`src/rtl/ram_read_responder_if.sv`:
```
// Request/response handshake bus between the instruction-queue initiator
// (master) and the RAM read responder (slave).
interface ram_read_responder_if #(
    parameter int ADDR_W = 16,
    parameter int DATA_W = 16,
    parameter int TAG_W  = 8
);
    logic              req_valid;
    logic              req_ready;
    logic [ADDR_W-1:0] req_address;
    logic [TAG_W-1:0]  req_tag;
    logic              resp_valid;
    logic              resp_ready;
    logic [DATA_W-1:0] resp_value;
    logic [TAG_W-1:0]  resp_tag;

    modport master (
        output req_valid, req_address, req_tag, resp_ready,
        input  req_ready, resp_valid, resp_value, resp_tag
    );

    modport slave (
        input  req_valid, req_address, req_tag, resp_ready,
        output req_ready, resp_valid, resp_value, resp_tag
    );
endinterface

```
`src/rtl/ram_read_responder.sv`:
```
// In-order tagged read responder: request FIFO feeding a block-RAM read port and a
// registered valid/ready response stage. READ_RESP_STATS_EN adds served_count_o.
module ram_read_responder #(
    parameter int DEPTH  = 4,
    parameter int ADDR_W = 16,
    parameter int DATA_W = 16,
    parameter int TAG_W  = 8
) (
    input  logic                     clk_i,
    input  logic                     rst_i,
    ram_read_responder_if.slave      bus,
    output logic [$clog2(DEPTH):0]   pending_o,
    output logic [ADDR_W-1:0]        ram_read_address_o,
    input  logic [DATA_W-1:0]        ram_read_value_i
`ifdef READ_RESP_STATS_EN
    ,
    output logic [15:0]              served_count_o
`endif
);
    localparam int PTR_W = $clog2(DEPTH);
    localparam int CNT_W = PTR_W + 1;

    logic [ADDR_W-1:0] addr_mem_q [DEPTH];
    logic [TAG_W-1:0]  tag_mem_q  [DEPTH];

    logic [PTR_W-1:0]  wr_ptr_q, wr_ptr_d;
    logic [PTR_W-1:0]  rd_ptr_q, rd_ptr_d;
    logic [CNT_W-1:0]  count_q, count_d;
    logic              resp_valid_q, resp_valid_d;
    logic [DATA_W-1:0] resp_value_q, resp_value_d;
    logic [TAG_W-1:0]  resp_tag_q, resp_tag_d;

    logic full, empty, push, load, hs;

    assign full  = (count_q == CNT_W'(DEPTH));
    assign empty = (count_q == '0);
    assign push  = bus.req_valid && !full;
    assign load  = !empty && (!resp_valid_q || bus.resp_ready);
    assign hs    = resp_valid_q && bus.resp_ready;

    // RAM address comes only from registered FIFO state, so no req_* to RAM path.
    assign ram_read_address_o = empty ? '0 : addr_mem_q[rd_ptr_q];

    always_comb begin
        wr_ptr_d     = wr_ptr_q;
        rd_ptr_d     = rd_ptr_q;
        count_d      = count_q + CNT_W'(push) - CNT_W'(load);
        resp_valid_d = resp_valid_q;
        resp_value_d = resp_value_q;
        resp_tag_d   = resp_tag_q;
        if (push) wr_ptr_d = wr_ptr_q + PTR_W'(1);
        if (load) begin
            rd_ptr_d     = rd_ptr_q + PTR_W'(1);
            resp_valid_d = 1'b1;
            resp_value_d = ram_read_value_i;
            resp_tag_d   = tag_mem_q[rd_ptr_q];
        end else if (hs) begin
            resp_valid_d = 1'b0;
        end
    end

    always_ff @(posedge clk_i) begin
        if (rst_i) begin
            wr_ptr_q     <= '0;
            rd_ptr_q     <= '0;
            count_q      <= '0;
            resp_valid_q <= 1'b0;
            resp_value_q <= '0;
            resp_tag_q   <= '0;
        end else begin
            wr_ptr_q     <= wr_ptr_d;
            rd_ptr_q     <= rd_ptr_d;
            count_q      <= count_d;
            resp_valid_q <= resp_valid_d;
            resp_value_q <= resp_value_d;
            resp_tag_q   <= resp_tag_d;
        end
    end

    // Storage needs no reset: occupancy decides what is live.
    always_ff @(posedge clk_i) begin
        if (push) begin
            addr_mem_q[wr_ptr_q] <= bus.req_address;
            tag_mem_q[wr_ptr_q]  <= bus.req_tag;
        end
    end

    assign bus.req_ready  = !full;
    assign bus.resp_valid = resp_valid_q;
    assign bus.resp_value = resp_value_q;
    assign bus.resp_tag   = resp_tag_q;
    assign pending_o      = count_q;

`ifdef READ_RESP_STATS_EN
    logic [15:0] served_q;
    always_ff @(posedge clk_i) begin
        if (rst_i)   served_q <= '0;
        else if (hs) served_q <= served_q + 16'd1;
    end
    assign served_count_o = served_q;
`endif
endmodule
```
`src/flat_wrapper.sv`:
```
// flat-port wrapper written by rule: the top's interface ports become plain ports
module ram_read_responder_flat 
#(
    parameter int DEPTH  = 4,
    parameter int ADDR_W = 16,
    parameter int DATA_W = 16,
    parameter int TAG_W  = 8
)
  (clk_i, rst_i, pending_o, ram_read_address_o, ram_read_value_i, bus_req_valid, bus_req_address, bus_req_tag, bus_resp_ready, bus_req_ready, bus_resp_valid, bus_resp_value, bus_resp_tag);
  ram_read_responder_if #(.ADDR_W(ADDR_W), .DATA_W(DATA_W), .TAG_W(TAG_W)) bus_i ();
  input  logic clk_i;
  input  logic rst_i;
  output logic [$clog2(DEPTH):0] pending_o;
  output logic [ADDR_W-1:0] ram_read_address_o;
  input  logic [DATA_W-1:0] ram_read_value_i;
  input wire logic [$bits(bus_i.req_valid)-1:0] bus_req_valid;
  input wire logic [$bits(bus_i.req_address)-1:0] bus_req_address;
  input wire logic [$bits(bus_i.req_tag)-1:0] bus_req_tag;
  input wire logic [$bits(bus_i.resp_ready)-1:0] bus_resp_ready;
  output wire logic [$bits(bus_i.req_ready)-1:0] bus_req_ready;
  output wire logic [$bits(bus_i.resp_valid)-1:0] bus_resp_valid;
  output wire logic [$bits(bus_i.resp_value)-1:0] bus_resp_value;
  output wire logic [$bits(bus_i.resp_tag)-1:0] bus_resp_tag;
  assign bus_i.req_valid = bus_req_valid;
  assign bus_i.req_address = bus_req_address;
  assign bus_i.req_tag = bus_req_tag;
  assign bus_i.resp_ready = bus_resp_ready;
  assign bus_req_ready = bus_i.req_ready;
  assign bus_resp_valid = bus_i.resp_valid;
  assign bus_resp_value = bus_i.resp_value;
  assign bus_resp_tag = bus_i.resp_tag;
  ram_read_responder #(.DEPTH(DEPTH), .ADDR_W(ADDR_W), .DATA_W(DATA_W), .TAG_W(TAG_W)) u_core (.clk_i(clk_i), .rst_i(rst_i), .bus(bus_i), .pending_o(pending_o), .ram_read_address_o(ram_read_address_o), .ram_read_value_i(ram_read_value_i));
endmodule
```
`config.mk`:
```
export PLATFORM = sky130hd
export DESIGN_NAME = ram_read_responder_flat
export DESIGN_NICKNAME = d
export VERILOG_FILES = /design/src/rtl/ram_read_responder_if.sv /design/src/rtl/ram_read_responder.sv /design/src/flat_wrapper.sv
export SDC_FILE = /design/constraint.sdc
export NUM_CORES = 1
export LEC_CHECK = 0
export ABC_AREA = 1
export BUFFER_PORTS_ARGS = -buffer_cell sky130_fd_sc_hd__buf_4
export CAP_MARGIN = 20
export CORE_UTILIZATION = 52
export DETAILED_ROUTE_END_ITERATION = 12
export GPL_TIMING_DRIVEN = 0
export PLACE_DENSITY = 0.82
export SYNTH_ARGS = -nofsm -noshare
export SYNTH_HDL_FRONTEND = slang
export SYNTH_SLANG_ARGS = --single-unit
```
`constraint.sdc`:
```
create_clock -name clk_i -period 3.15 [get_ports clk_i]
set_input_delay 0.7875 -clock clk_i [delete_from_list [all_inputs] [get_ports clk_i]]
set_output_delay 0.7875 -clock clk_i [all_outputs]
set_load 0.02 [all_outputs]
```
==> summary.md, run 1 <==
| Metric | Value |
|---|---|
| Gate Count Post-Synth | 504 |
| Fin util | 0.693 |
| CTS resizes | 0 |
| Vias/cell | 5.03 |
| Worst setup SP type | register |
| CP max stage cell | dfxtp_1 |
| CP max stage delay | 300 ps |
| Fin nets | 665 |
| Net Count, Synth | 555 |
| Final instance area | 0.00680 sq mm |
| Critical Path Sink | ram_read_address_o[5] |
| DRC | 0 |
| Final worst path period share | 0.873 |
| YS warnings | 0 |
| Worst path cell trace | buf_2 > inv_1 > clkbuf_2 > o21ai_0 > a21oi_1 > buf_4 |
| Antenna violations before repair | 0 |
| Max-slew violations | 0 |
| Yosys top cell by area | edfxtp_1 |
| Die X | 103 um |
| CP max FO | 10 |
| DRT Wirelength | 11.7 mm |
| GR Overflow Total | 0 |
| Tot GR Track Use | 0.237 |
| Post-CTS setup buffers | 0 |
| ANT nets after route | 0 |
| Max Clk Rate | 364 MHz |
| Final std cells w/o fill | 760 |
| # IOs | 89 |
| Sinks on Clock Net | 130 |
| Root buf cell | clkbuf_8 |
| Count of final hold-check violations | 0 |
| Setup TNS | 0 ps |
| Yosys reg bits | 130 |
| Worst R2R Start | u_core.pending_o[1] |
| Worst reg2reg path endpoint | u_core.pending_o[2] |
| Gp weighted congestion | 0.810 |
| Wire length per cell | 15.5 um |
| Post-synth top area share | 0.543 |
| Synth area leaders | edfxtp_1 54%, dfxtp_1 13%, nor2_1 8.2% |
| Pin count of the biggest net entering global routing | 25 |
| Status | completed |
| TritonRoute pass-1 iters | 7 |
| CP Data Arrival Time | 1960 ps |
| Hold_ws | 459 ps |
| Initial Util | 0.540 |
| Number of global-route vias before repair | 3,732 |
| H-tree depth | 4 |
| Worst min path class | in2reg |
| Area of the core | 0.00982 sq mm |
| Final worst setup slack | 400 ps |
| Port Buffers | 88 |
| Clock Path Buffers | 2 |
| Placed inst area | 0.00621 sq mm |
| Static leakage | 2.91 nW |
| Number of diodes | 0 |
| Syn avg cell area | 10.5 sq um |
| First-pass GRT wire length | 18.0 mm |
| Min Clock Period, post-route | 2750 ps |
| Setup Slack @ Placement | 439 ps |
| Final setup viols | 0 |
| Skew final | 5.80 ps |
| TritonCTS Buffers | 17 |
| Reg2reg setup slack | 960 ps |
| Tot Pwr | 7.08 mW |
| Placed Instances | 728 |
| Count of buffer and inverter cells on the critical path | 4 |
| Max IR drop VDD | 0.522 mV |
| Pwr dens | 1040 mW/mm^2 |
| Cell variety after synth | 28 |
| CP Class | reg2out |
| RSZ-0062 raised after global routing | no |
| Worst path required time | 2360 ps |
| Area Growth Syn to Fin | 28.2% |
| Clock slew at reported path FFs | 60 ps |
| Most frequent cells in the layout | 112 x nor2_1, 96 x edfxtp_1, 92 x buf_4 |
| Max-Slew Margin vs Limit | 0.439 |
| Tightest Pin Transition | 840 ps |
| Commonest non-fill, non-tap cell in the layout | nor2_1 |
| Max-cap violations | 0 |
| Clock latency on the worst-skew pair | 530 ps |
| Iteration-0 DRC count of the detailed router | 299 |
| Chip height | 103 um |
| CP Capture Type | output port |
| Die area | 0.0106 sq mm |
| Rows | 36 |
| CTS tree | yes |
| Post-synthesis instance area | 0.00531 sq mm |
| Via count | 3,822 |
| Reg2reg path depth | 12 |
| Post-detail-place hpwl | 7.43 mm |
| WP depth | 6 |
| Post-synthesis sequential area ratio | 0.672 |
| Layout cells sized above 1 | 0.265 |
| Cell family with most CP delay | buffers and inverters |
| # hold bufs at CTS | 0 |
-- sequential cells by signal, summed over array words and instances (netlist names), named ones only --
register	flops
u_core.addr_mem_q	64
u_core.bus.resp_tag	8
u_core.bus.resp_valid	1
u_core.bus.resp_value	16
u_core.pending_o	3
u_core.rd_ptr_q	2
u_core.tag_mem_q	32
u_core.wr_ptr_q	2
-- how the worst min path moves through the flow --
stage                         startpoint                   endpoint  slack, ps  depth (start not counted)
2_1_floorplan         u_core.wr_ptr_q[1]         u_core.wr_ptr_q[1]        500                          2
3_3_place_gp   u_core.bus.resp_value[10]  u_core.bus.resp_value[10]        470                          2
3_5_place_dp    u_core.bus.resp_value[9]   u_core.bus.resp_value[9]        480                          2
4_1_cts              bus_req_address[15]   u_core.addr_mem_q[0][15]        440                          1
5_1_grt              bus_req_address[15]   u_core.addr_mem_q[0][15]        440                          1
6_report              bus_req_address[6]    u_core.addr_mem_q[3][6]        460                          1
-- cell usage after synthesis (all sizes together) --
master and n:
nand2 70, buf 17, ha 6, nand3 17, edfxtp 96, o21ai 52
inv 61, clkinv 1, clkbuf 5, nor2 126, a21oi 18, dfxtp 34
fa 1
-- per-layer routing --
| layer | GRT usage | vias to the layer above | wire (um) |
|---|---|---|---|
| li1 | - | 1861 | - |
| met1 | 0.286 | 1785 | 4660 |
| met2 | 0.393 | 158 | 6130 |
| met3 | 0.0617 | 18 | 753 |
| met4 | 0.120 | 0 | 197 |
| met5 | 0 | - | 0 |
-- where the power goes --
part	leakage [nW]	internal, mW	switching (mW)
registers	1.16	2.17	0.146
clock network	0.287	1.21	0.764
logic	1.46	1.06	1.72
-- cell families (layout without fill, tap and decap cells) --
| logic type | after synthesis | after routing | share of synthesized area |
|---|---|---|---|
| adders and majority gates | 7 | 7 | 0.0179 |
| AOI/OAI and AO/OA | 70 | 70 | 0.0660 |
| and+or+nand+nor | 213 | 213 | 0.165 |
| buffers and inverters | 84 | 207 | 0.0792 |
| DFF | 130 | 130 | 0.672 |
-- cell type report --
class | instances | area, sq um
Clock inverter | 15 | 183
Sequential cell | 130 | 3560
Tap cell | 133 | 166
Buffer | 22 | 178
Multi-Input combinational cell | 290 | 1340
Fill cell | 706 | 3020
Clock buffer | 17 | 414
Timing Repair Buffer | 91 | 718
Inverter | 62 | 243
No activity file was read; power rests on OpenSTA's default activity.
==> run 2: changes to the inputs <==
ABC_AREA = not set   (was 1)
==> summary.md, run 2 <==
| Metric | Value |
|---|---|
| Setup TNS | 0 ps (unchanged) |
| Placed Instances | 531 (-27%) |
| Post-synthesis sequential area ratio | 0.715 (+0.0431) |
| YS warnings | 0 (unchanged) |
| Initial Util | 0.537 (-0.00333) |
| Adder-Cell Fraction of Synth Area | 0.0191 (+0.00115) |
| Final setup viols | 0 (unchanged) |
| DRC | 0 (unchanged) |
| Post-synth top area share | 0.578 (+0.0349) |
| Sinks on Clock Net | 130 (unchanged) |
| Tot GR Track Use | 0.220 (-0.0164) |
| TritonCTS Buffers | 17 (unchanged) |
| Max reg flops | 64 (unchanged) |
| Tightest Pin Transition | 700 ps (-140 ps) |
| Placed inst area | 0.00591 sq mm (-4.8%) |
| Static leakage | 2.40 nW (-18%) |
| Gate Count Post-Synth | 311 (-38%) |
| Commonest non-fill, non-tap cell in the layout | edfxtp_1 |
| Post-synthesis instance area | 0.00499 sq mm (-6.0%) |
| Worst setup SP type | register |
| Most flops, register | u_core.addr_mem_q |
| Area of the core | 0.00928 sq mm (-5.5%) |
| Via count | 3,062 (-20%) |
| First-pass GRT wire length | 15.9 mm (-12%) |
| Fin util | 0.693 (about the same) |
| Clock latency on the worst-skew pair | 510 ps (-20 ps) |
| CP Class | reg2out |
| Main combinational cell family by area after synthesis | multiplexers |
| Max-cap violations | 0 (unchanged) |
| Clock slew at reported path FFs | 60 ps (about the same) |
| Antenna violations before repair | 0 (unchanged) |
| Layout fillers | 599 (-15%) |
| Syn avg cell area | 16.0 sq um (+52%) |
| Tot Pwr | 6.05 mW (-15%) |
| Final instance area | 0.00643 sq mm (-5.4%) |
| H-tree depth | 4 (unchanged) |
| Most frequent cells in the layout | 96 x edfxtp_1, 88 x buf_4, 34 x dfxtp_1 |
| Max-Slew Margin vs Limit | 0.533 (+0.0940) |
| Async SR Flop Fraction | 0 (unchanged) |
| Yosys reg bits | 130 (unchanged) |
| Max IR drop VDD | 0.545 mV (+4.5%) |
| Final worst path period share | 0.920 (+0.0473) |
| Pwr dens | 940 mW/mm^2 (-9.7%) |
| Count of final hold-check violations | 0 (unchanged) |
| Area Growth Syn to Fin | 29.1% |
| Die X | 99.9 um (-3.0%) |
| Post-synthesis compound-gate area fraction | 0.0597 (-0.00630) |
| Yosys top cell by area | edfxtp_1 |
| Max Clk Rate | 345 MHz (-5.1%) |
| Rows | 35 (-2.8%) |
| Gp weighted congestion | 0.747 (-7.7%) |
| # hold bufs at CTS | 0 (unchanged) |
| Die area | 0.00998 sq mm (-5.9%) |
| Wire length per cell | 17.6 um (+14%) |
| Port Buffers | 87 (-1.1%) |
| CP Data Arrival Time | 2110 ps (+150 ps) |
| CP Capture Type | output port |
| Number of diodes | 0 (unchanged) |
| Min Clock Period, post-route | 2900 ps (+149 ps) |
| CP max FO | 10 (unchanged) |
| GR Overflow Total | 0 (unchanged) |
| Layout cells sized above 1 | 0.369 (+0.104) |
| ANT nets after route | 0 (unchanged) |
| Skew final | 18.4 ps (+12.6 ps) |
| Cell variety after synth | 29 (+3.6%) |
| CTS tree | yes |
| Final std cells w/o fill | 563 (-26%) |
| RSZ-0062 raised after global routing | no |
| Synth area leaders | edfxtp_1 58%, dfxtp_1 14%, mux4_2 11% |
| Ys flop type | edfxtp_1 |
| Mux share of post-synthesis cell area | 0.108 (+0.108) |
| Count leader, synth | edfxtp_1 |
| Post-detail-place hpwl | 6.46 mm (-13%) |
| Max-slew violations | 0 (unchanged) |
| Worst path required time | 2360 ps (about the same) |
| Iteration-0 DRC count of the detailed router | 115 (-62%) |
| Synth Area in XOR/XNOR | 0.00176 (+0.00176) |
| Status | completed |
| Simple logic cell fraction of the synthesized area | 0.0670 (-0.0983) |
| DRT Wirelength | 9.92 mm (-16%) |
| Commonest cells in the netlist | 96 x edfxtp_1, 34 x dfxtp_1, 29 x a21oi_1, 26 x nand3_1, 24 x mux4_2 |
| Post-CTS setup buffers | 0 (unchanged) |
| Chip height | 99.9 um (-3.0%) |
| TritonRoute pass-1 iters | 4 (-3) |
| CTS resizes | 0 (unchanged) |
| EDFF count, synth | 96 (unchanged) |
| Worst min path class | in2reg |
| Clock Path Buffers | 2 (unchanged) |
| Number of global-route vias before repair | 3,030 (-19%) |
| # IOs | 89 (unchanged) |
| Fin nets | 472 (-29%) |
| Root buf cell | clkbuf_8 |
| Vias/cell | 5.44 (+8.1%) |
| Net Count, Synth | 362 (-35%) |
| Pin count of the biggest net entering global routing | 17 (-32%) |
==> run 2: worst max-delay path: stages, from the launching register on <==
cell and delay [ps]:
dfxtp_1 470, or3_1 150, clkbuf_1 200, clkbuf_1 400, and2_1 230, buf_4 150
==> run 2: final cells by class <==
cell class / count / area (sq um) / area share
clock inverter: 13 / 81.3 / 0.0126
inverter: 8 / 30.0 / 0.00467
multi-input combinational: 150 / 1280 / 0.198
tap: 129 / 161 / 0.0251
sequential: 130 / 3560 / 0.554
clock buffer: 19 / 443 / 0.0688
timing repair buffer: 91 / 763 / 0.119
buffer: 23 / 116 / 0.0181
==> run 2: through the flow <==
step | setup WS (ps) | hold WS (ps)
after floorplan | 730 | 484
after global placement | 494 | 461
after detailed placement | 432 | 473
after CTS | 201 | 456
after global routing | 61.3 | 451
final | 251 | 471
==> run 2: per-layer routing <==
metal / up-vias / routed length (um) / track usage
li1: 1413 / - / -
met1: 1516 / 4030 / 0.265
met5: - / 0 / 0
met3: 14 / 607 / 0.0564
met4: 0 / 144 / 0.0916
met2: 119 / 5140 / 0.380
==> run 2: report_power, final <==
group	leakage [nW]	internal, mW	total (mW)	switching (mW)
registers	1.16	2.11	2.24	0.123
clock network	0.272	1.01	1.71	0.699
logic	0.966	0.959	2.10	1.15
==> run 2: cells by family after synthesis <==
logic type	Yosys count
buf+inv	31
xor+xnor	1
fa+ha+maj	7
simple gates	60
flops	130
mux	24
compound gates	58
==> run 2: path summary, 6_finish.rpt <==
check,start,end,slack [ps],cells past startpoint
min reg2reg,u_core.bus.resp_value[8],u_core.bus.resp_value[8],480,2
max reg2reg,u_core.pending_o[1],u_core.pending_o[2],770,10
max,u_core.pending_o[1],ram_read_address_o[3],250,5
min,bus_req_address[2],u_core.addr_mem_q[0][2],470,1
==> run 3: changes to the inputs <==
RECOVER_POWER = 25   (was not set)
==> summary.md, run 3 (synthesis results as in run 2) <==
| Metric | Value |
|---|---|
| Status | completed |
| Worst min path class | reg2reg |
| Max-Slew Margin vs Limit | 0.524 (-0.00924) |
| Pin count of the biggest net entering global routing | 17 (unchanged) |
| Vias/cell | 5.50 (+1.1%) |
| Max reg flops | 64 (unchanged) |
| Most Crowded Layer GR | met2 |
| # hold bufs at CTS | 0 (unchanged) |
| Clock slew at reported path FFs | 60 ps (about the same) |
| Root buf cell | clkbuf_8 |
| Tightest Pin Transition | 714 ps (+13.9 ps) |
| Initial Util | 0.537 (unchanged) |
| Fin nets | 472 (unchanged) |
| Die area | 0.00998 sq mm (unchanged) |
| Area of the core | 0.00928 sq mm (unchanged) |
| Static leakage | 2.32 nW (-3.0%) |
| Tot GR Track Use | 0.220 (unchanged) |
| Area Growth Syn to Fin | 27.6% |
| Chip height | 99.9 um (unchanged) |
| FF+latch area | 0.00356 sq mm (unchanged) |
| Most frequent cells in the layout | 96 x edfxtp_1, 68 x buf_4, 34 x dfxtp_1 |
| Via count | 3,096 (+1.1%) |
| Clock Path Buffers | 2 (unchanged) |
| TritonRoute pass-1 iters | 4 (unchanged) |
| DRT Wirelength | 9.95 mm (+0.25%) |
| CP max FO | 10 (unchanged) |
| Wire length per cell | 17.7 um (+0.25%) |
| Post-detail-place hpwl | 6.46 mm (unchanged) |
| Multi-input logic area | 0.00128 sq mm (unchanged) |
| Gp weighted congestion | 0.747 (unchanged) |
| Met2 usage | 0.380 (unchanged) |
| Worst path required time | 2360 ps (about the same) |
| Die X | 99.9 um (unchanged) |
| Rows | 35 (unchanged) |
| CP Class | reg2out |
| Max IR drop VDD | 0.546 mV (+0.19%) |
| Layout fillers | 619 (+3.3%) |
| Tot Pwr | 6.04 mW (-0.19%) |
| Count of final hold-check violations | 0 (unchanged) |
| CP Data Arrival Time | 2130 ps (+20 ps) |
| First-pass GRT wire length | 15.9 mm (unchanged) |
| CTS tree | yes |
| Commonest non-fill, non-tap cell in the layout | edfxtp_1 |
| Pwr dens | 949 mW/mm^2 (+0.98%) |
| Antenna violations before repair | 0 (unchanged) |
| Setup TNS | 0 ps (unchanged) |
| Met1 Use GR | 0.265 (unchanged) |
| Skew final | 10.7 ps (-7.64 ps) |
| DRC | 0 (unchanged) |
| # IOs | 89 (unchanged) |
| Post-CTS setup buffers | 0 (unchanged) |
| Met3 Resource Use GR | 0.0564 (unchanged) |
| Max-slew violations | 0 (unchanged) |
| Layout cells sized above 1 | 0.323 (-0.0461) |
| CTS resizes | 0 (unchanged) |
| Max Clk Rate | 343 MHz (-0.63%) |
| Number of global-route vias before repair | 3,030 (unchanged) |
| H-tree depth | 4 (unchanged) |
| ANT nets after route | 0 (unchanged) |
| Worst setup SP type | register |
| CP Capture Type | output port |
| Sinks on Clock Net | 130 (unchanged) |
| Clock latency on the worst-skew pair | 510 ps (about the same) |
| RSZ-0062 raised after global routing | no |
| Final setup viols | 0 (unchanged) |
| Max-cap violations | 0 (unchanged) |
| Number of diodes | 0 (unchanged) |
| Port Buffers | 87 (unchanged) |
| GR Overflow Total | 0 (unchanged) |
| Iteration-0 DRC count of the detailed router | 114 (-0.87%) |
| Min Clock Period, post-route | 2920 ps (+18.5 ps) |
| Hold_ws | 480 ps (+9.11 ps) |
| Final worst path period share | 0.926 (+0.00587) |
| Most flops, register | u_core.addr_mem_q |
| TritonCTS Buffers | 17 (unchanged) |
run 3: changes by cell type in the layout (fill, tap and decap cells not counted):
cell	before	now
buf_4	88	68
clkbuf_1	10	30
run 3: where the power goes:
part	switching (mW)	internal (mW)	total (mW)
combinational	1.15	0.948	2.09
clock	0.697	1.01	1.71
sequential	0.123	2.11	2.24
run 3: worst paths after layout:
| kind | start | end | slack, ps | cells past startpoint |
|---|---|---|---|---|
| worst min register to register | u_core.bus.resp_value[8] | u_core.bus.resp_value[8] | 480 | 2 |
| worst max-delay path | u_core.pending_o[1] | ram_read_address_o[4] | 230 | 5 |
| worst min-delay path | u_core.bus.resp_value[8] | u_core.bus.resp_value[8] | 480 | 2 |
| worst max register to register | u_core.pending_o[1] | u_core.pending_o[2] | 770 | 10 |
run 3: final cells by class:
type	count	area share
plain buffers	23	0.0183
clock buffers	19	0.0696
clock inverters	13	0.0128
inverters	8	0.00472
multi-input cells	150	0.201
flip-flops and latches	130	0.560
well taps	129	0.0254
repair buffers	91	0.108
run 3: critical path, cell delays in order (launching register included):
cell and delay (ps):
dfxtp_1 470, or3_1 150, clkbuf_1 220, clkbuf_1 410, and2_1 230, buf_4 150
run 3: per-layer routing:
layer  share of wire  wire length (um)
met5               0                 0
met4           0.014               140
met2            0.52              5150
met3           0.057               567
met1            0.41              4090
run 3: stage by stage:
step	area (sq um)	setup WS, ps	utilization	cells
after floorplan	4990	730	-	311
final	6360	232	0.685	563
after CTS	6430	201	0.693	563
after detailed placement	5910	432	0.637	531
after global placement	5800	494	0.625	527
after global routing	6360	61.3	0.685	563
